--- config.mk ---
export PLATFORM = sky130hd
export DESIGN_NAME = spi_sclk_timer
export DESIGN_NICKNAME = d
export VERILOG_FILES = /design/src/rtl/spi_sclk_timer.sv
export SDC_FILE = /design/constraint.sdc
export NUM_CORES = 1
export LEC_CHECK = 0
export CORE_ASPECT_RATIO = 2
export CORE_UTILIZATION = 35
export CTS_CLUSTER_DIAMETER = 100
export DETAILED_ROUTE_END_ITERATION = 10
export PLACE_DENSITY_LB_ADDON = 0.25
export SLEW_MARGIN = 15
export SYNTH_ARGS = -nofsm -noshare
export SYNTH_HDL_FRONTEND = slang
export SYNTH_SLANG_ARGS = --single-unit
export TNS_END_PERCENT = 50
--- constraint.sdc ---
create_clock -name pclk -period 2.77 [get_ports pclk]
set_input_delay 0.554 -clock pclk [delete_from_list [all_inputs] [get_ports pclk]]
set_output_delay 0.554 -clock pclk [all_outputs]
set_load 0.005 [all_outputs]
--- src/rtl/spi_sclk_timer.sv ---
// SPI master transfer timing: divides pclk into SCLK half-periods and frames one
// character as lead, 2*N toggle edges and trail, with per-edge shift/sample strobes.
module spi_sclk_timer #(
  parameter int DIV_W = 8,
  parameter int LEN_W = 7
) (
  input  logic             pclk,
  input  logic             presetn,
  input  logic             start,
  input  logic             abort,
  input  logic [DIV_W-1:0] div,
  input  logic [LEN_W-1:0] char_len,
  input  logic             cpha,
  output logic             transfer,
  output logic             en_tgl,
  output logic             load_pulse,
  output logic             shift_pulse,
  output logic             sample_pulse,
  output logic             busy,
  output logic             done
);

  localparam int KW = LEN_W + 2;

  typedef enum logic [1:0] {IDLE, LEAD, XFER, TRAIL} state_t;

  state_t             state_q, state_d;
  logic [DIV_W-1:0]   cnt_q, cnt_d;
  logic [KW-1:0]      k_q, k_d;
  logic [DIV_W-1:0]   div_q, div_d;
  logic [LEN_W-1:0]   len_q, len_d;
  logic               cpha_q, cpha_d;
  logic               done_q, done_d;

  logic               tick, accept, last_edge, odd_edge;
  logic [LEN_W:0]     n_chars;
  logic [KW-1:0]      k_last;

  assign tick      = (cnt_q == div_q);
  assign accept    = (state_q == IDLE) && start && !abort;
  assign n_chars   = (len_q == '0) ? {1'b1, {LEN_W{1'b0}}} : {1'b0, len_q};
  assign k_last    = {n_chars, 1'b0} - KW'(1);
  // k_q holds toggles already issued, so the current toggle is k_q+1
  assign last_edge = (k_q == k_last);
  assign odd_edge  = !k_q[0];

  always_ff @(posedge pclk or negedge presetn) begin
    if (!presetn) begin
      state_q <= IDLE;
      cnt_q   <= '0;
      k_q     <= '0;
      div_q   <= '0;
      len_q   <= '0;
      cpha_q  <= 1'b0;
      done_q  <= 1'b0;
    end else begin
      state_q <= state_d;
      cnt_q   <= cnt_d;
      k_q     <= k_d;
      div_q   <= div_d;
      len_q   <= len_d;
      cpha_q  <= cpha_d;
      done_q  <= done_d;
    end
  end

  always_comb begin
    state_d = state_q;
    case (state_q)
      IDLE:  if (accept) state_d = LEAD;
      LEAD:  if (abort) state_d = IDLE; else if (tick) state_d = XFER;
      XFER:  if (abort) state_d = IDLE; else if (tick && last_edge) state_d = TRAIL;
      TRAIL: if (abort || tick) state_d = IDLE;
      default: state_d = IDLE;
    endcase
  end

  always_comb begin
    cnt_d  = (state_q == IDLE || state_d != state_q || tick) ? '0 : cnt_q + DIV_W'(1);
    k_d    = k_q;
    if (state_q == IDLE)          k_d = '0;
    else if (state_q == XFER && tick) k_d = k_q + KW'(1);
    div_d  = accept ? div      : div_q;
    len_d  = accept ? char_len : len_q;
    cpha_d = accept ? cpha     : cpha_q;
    done_d = (state_q == TRAIL) && tick && !abort;
  end

  always_comb begin
    transfer     = (state_q != IDLE);
    busy         = transfer;
    en_tgl       = (state_q == XFER) && tick;
    // acceptance strobe lets the shift register capture the character before LEAD
    load_pulse   = accept && presetn;
    shift_pulse  = 1'b0;
    sample_pulse = 1'b0;
    if (cpha_q) begin
      shift_pulse  = en_tgl && odd_edge;
      sample_pulse = en_tgl && !odd_edge;
    end else begin
      sample_pulse = en_tgl && odd_edge;
      shift_pulse  = en_tgl && !odd_edge && !last_edge;
    end
    done         = done_q;
  end

endmodule
==> results, run 1 <==
- The run finished with clean final reports.
- The largest single stage delay on the critical path is approximately 0.37 ns.
- For the pin with the worst max-slew slack, the measured transition is ~0.65 ns.
- The xor/xnor share of the synthesized area is 12.5%.
- The endpoint arrival time on the critical path is approximately 2.9 ns.
- In the synthesized netlist, mux cells make up ~9.7% of the area.
- Setup repair after global routing could not meet its margin everywhere.
- The proportion of total power due to net switching is approximately 28%.
- The area of the mapped netlist is approximately 0.002 sq mm.
- After clock tree synthesis, the clock-pin slew on the worst setup and hold paths is roughly 0.070 ns.
- The synthesized design contains 0 enable-type register cells.
- In this design, the critical path's most frequently occurring cell is sky130_fd_sc_hd__buf_4.
- The area of combinational cells with multiple inputs is about 0.0011 sq mm.
- The final design utilization is roughly half.
- Clock tree synthesis selected as its root buffer the cell sky130_fd_sc_hd__clkbuf_8.
- The final-report max-slew violation count is 0.
- The leakage dissipation is 1.10 nW.
- Walking the worst path, the cells encountered are inv_2, ha_4, buf_4, nor3b_2, a41oi_2, a211oi_2, o211ai_1, buf_4, buf_4, buf_4, buf_4, buf_4, buf_4, buf_4, buf_6, o31ai_4.
- No sink is reached through more buffers than the 2 on the longest clock path.
- The number of fill cells in the layout is approximately 530.
- The total net switching power is 383 uW.
- In this run the tightest slew margin relative to its limit is 56.1%.
- The max-cap check violation count is 0.
- Counting distinct cell types in the post-synthesis netlist gives 45.
- The total setup violations reported at the end of the flow is 0.
- At the later pin of the worst-skew pair, clock insertion delay measures ~0.28 ns.
- The fraction of layout instances using a drive strength above 1 is just under 30%.
- The kind of cell adding the most delay to the critical path is buffers and inverters.
- The hold violation total from the final report is 0.
- The congestion estimate from routability-driven global placement came to 0.810.
- Dividing the synthesized area by the synthesized cell count gives ~10 sq um.
- The H-tree level count is 2.
- The count of nets left with antenna violations once routing finished came out at 0.
- The internal power of the cells totals 969 uW.
- Clock skew on the completed layout was measured at between 0.003 and 0.004 ns.
- STA classifies the critical path endpoint as a register.
- Counting flops with an async set or reset pin after synthesis yields a share of between 90% and 100%.
- The buffers plus inverters on the worst setup path is 10.
- The antenna diode count is 0.
- The floorplan row count is 38.
- The port buffer count is 26.
- Synthesis handed over a netlist of 188 instances.
- The synthesized design contains 36 register bits.
- The net count reported at finish is 265.
- The clock network accounts for approximately 28% of the total power.
- For the finished layout, the period the worst path requires is ~2.7 ns.
- Measured along the x axis, the die boundary spans about 55 microns.
- The critical path's slowest cell is sky130_fd_sc_hd__dfrtp_1.
- In this run the power density over the cells is around 510 mW/mm^2.
- The leftover overflow at the end of global routing is 0.
- The number of antenna violations at the first check in global routing is 0.
- Once detailed placement completed, the half-perimeter wirelength came to approximately 3500 microns.
- The most used flip-flop cell after synthesis is sky130_fd_sc_hd__dfrtp_1.
- For this configuration, the core starts out at a cell density of a little over a third.
- The worst setup slack after placement is 0.0147 ns.
- The detail-routed via count per cell is ~5.2.
- The placeable core area is around 0.0054 sq mm.
- The path type of the worst setup path is reg2reg.
- The full die area is roughly 0.0059 sq mm.
- The peak supply drop is around 400 uV.
- The post-placement cell area is ~0.0024 sq mm.
- Along the worst path, the maximum fanout reaches 4.
- The area growth from synthesis to layout is 35.4%.
- Entering global routing, the biggest net connects 37 pins.
- At the worst endpoint, the required time is a little under 3 ns.
- Combinational logic is responsible for between 20% and 30% of the overall power.
- The overall track demand over capacity in global routing is a little under a fifth.
- The synthesized netlist net count is 212.
- During I/O placement, the number of pins put on the boundary was 27.
- The sequential cell area in the final layout is 902 sq um.
- The final critical-path setup slack is about 0.056 ns.
- The via total after detailed routing is 1576.
- For this block, the initial DRC count from the detailed router was 17.
- For the final routed database, the setup TNS stands at 0 ns.
- The leading cell type in the layout, fill and taps excluded is sky130_fd_sc_hd__dfrtp_1.
- Summing the areas of all compound-gate instances in the mapped netlist gives roughly 8% of the synthesized area.
- Static timing analysis puts the maximum clock frequency at around 370 MHz.
- With fillers left out, the area of the finished cells amounts to 0.00266 sq mm.
- The kind of path behind the tightest hold check is in2async.
- The combinational family with the most area after synthesis is simple AND/OR/NAND/NOR gates.
- The die outline height is 108 microns.
- STA classifies the critical path startpoint as a register.
- In the routed design, unresolved DRC markers number 0.
- Registers are responsible for between 40% and 50% of the overall power.
- The first global-routing pass estimated ~7800 microns of wire.
- The final routed wire length divided by cell count is ~16 microns.
- The total of warnings raised by yosys is 0.
- The arithmetic-cell share of the synthesized area counting full adders, half adders and majority gates is roughly 2.5%.
- The final critical path takes up between 90% and 100% of the cycle.
- The clock sink count is 36.
- In the layout the commonest cells are sky130_fd_sc_hd__dfrtp_1 (35), sky130_fd_sc_hd__buf_4 (25), sky130_fd_sc_hd__clkdlybuf4s50_1 (24), sky130_fd_sc_hd__xnor2_1 (20).
- The CTS tree is done.
- The number of optimization iterations in the first detailed-route pass is 4.
- The via count of the first global-routing pass is around 1700.
- Of the total synthesized cell area, the portion taken by AND, OR, NAND and NOR gates is 17.8%.
- TritonCTS created 5 clock buffers.
- After synthesis, flip-flops and latches occupy 45.9% of the total area.
- The routed design has between 4000 and 5000 microns of wire.
## power by group through the flow
stage / combinational (mW) / clock [mW] / sequential [mW]
after CTS: 0.318 / 0.395 / 0.617
after detailed placement: 0.291 / 0 / 0.625
after global placement: 0.288 / 0 / 0.623
final: 0.349 / 0.381 / 0.622
after global routing: 0.381 / 0.409 / 0.628
after floorplan: 0.167 / 0 / 0.622
## area by class of cell
cell class / instances / share of cell area [%]
timing repair buffer: 52 / 17.1
clock buffer: 8 / 3.39
tap: 60 / 2.82
multi-input combinational: 139 / 41.8
sequential: 36 / 33.9
inverter: 7 / 1.03
## registers in the layout, summed over array words and instances (netlist names)
signal and cells:
cnt_q 8, k_q 9, done 1, div_q 8, len_q 7, cpha_q 1
state_q 2
## cells by family (layout without fill, tap and decap cells)
logic type / after synthesis / count (layout)
adder cells (fa/ha/maj): 4 / 4
buffers and inverters: 13 / 67
XOR/XNOR: 28 / 28
AO/OA/AOI/OAI: 22 / 22
flip-flops: 36 / 36
AND/OR/NAND/NOR: 68 / 68
multiplexers: 17 / 17
## synthesized netlist by cell type (2+ instances only)
cell                       count  area, sq um
sky130_fd_sc_hd__xor2_1        8         70.1
sky130_fd_sc_hd__dfrtp_1      36          901
sky130_fd_sc_hd__a21oi_1       2         10.0
sky130_fd_sc_hd__a31o_2        2         17.5
sky130_fd_sc_hd__o21ai_0       5         25.0
sky130_fd_sc_hd__clkbuf_1      2         7.51
sky130_fd_sc_hd__nor2_1       16         60.1
sky130_fd_sc_hd__ha_1          4         50.1
sky130_fd_sc_hd__mux2_2       15          169
sky130_fd_sc_hd__nor3b_1       3         22.5
sky130_fd_sc_hd__xnor2_1      20          175
sky130_fd_sc_hd__nand2_1      16         60.1
sky130_fd_sc_hd__nand3_1       8         40.0
sky130_fd_sc_hd__nand4_1       2         12.5
sky130_fd_sc_hd__buf_6         2         22.5
sky130_fd_sc_hd__nor4_1        3         18.8
sky130_fd_sc_hd__inv_1         6         22.5
sky130_fd_sc_hd__nor3_1        5         25.0
sky130_fd_sc_hd__and4_1        2         17.5
sky130_fd_sc_hd__nor4b_1       2         17.5
sky130_fd_sc_hd__and3_1        5         31.3
## final timing paths
kind	endpoint	depth (start not counted)	startpoint	slack, ns
min	k_q[0]	2	presetn	0.32
min in group pclk	div_q[4]	1	div_q[4]	0.53
max in group asynchronous	len_q[3]	2	presetn	2.09
max	state_q[0]	16	len_q[1]	0.06
max reg2reg	state_q[0]	16	len_q[1]	0.06
min reg2reg	div_q[4]	1	div_q[4]	0.53
## routing by layer
| metal | share of wire [%] | GRT usage (%) | vias to the layer above |
|---|---|---|---|
| met1 | 35 | 17.7 | 780 |
| met2 | 60 | 34.9 | 25 |
| li1 | - | - | 755 |
| met3 | 1.9 | 3.52 | 16 |
| met5 | 0 | 0 | - |
| met4 | 3.6 | 8.57 | 0 |
## stage by stage
stage | cells | hold slack (ns) | total power, mW
after floorplan | 188 | 0.258 | 0.790
after global placement | 284 | 0.511 | 0.911
after detailed placement | 284 | 0.519 | 0.916
after CTS | 302 | 0.349 | 1.33
after global routing | 302 | 0.370 | 1.42
final | 302 | 0.322 | 1.35
## timing repair
action	CTS	global route
cloned	0	0
endpoints found under the setup margin	1	4
hold buffers	0	0
resized for setup	12	13
buffers inserted	10	2
pin swaps	4	13
(Power assumes the default switching activity.)
==> run 2, diff against run 1 <==
ABC_CLOCK_PERIOD_IN_PS = 2770   (was unset)
HOLD_SLACK_MARGIN = 0.12   (was unset)
==> results of run 2 <==
No change in the layout: final DEF, timing and power equal those of run 1.
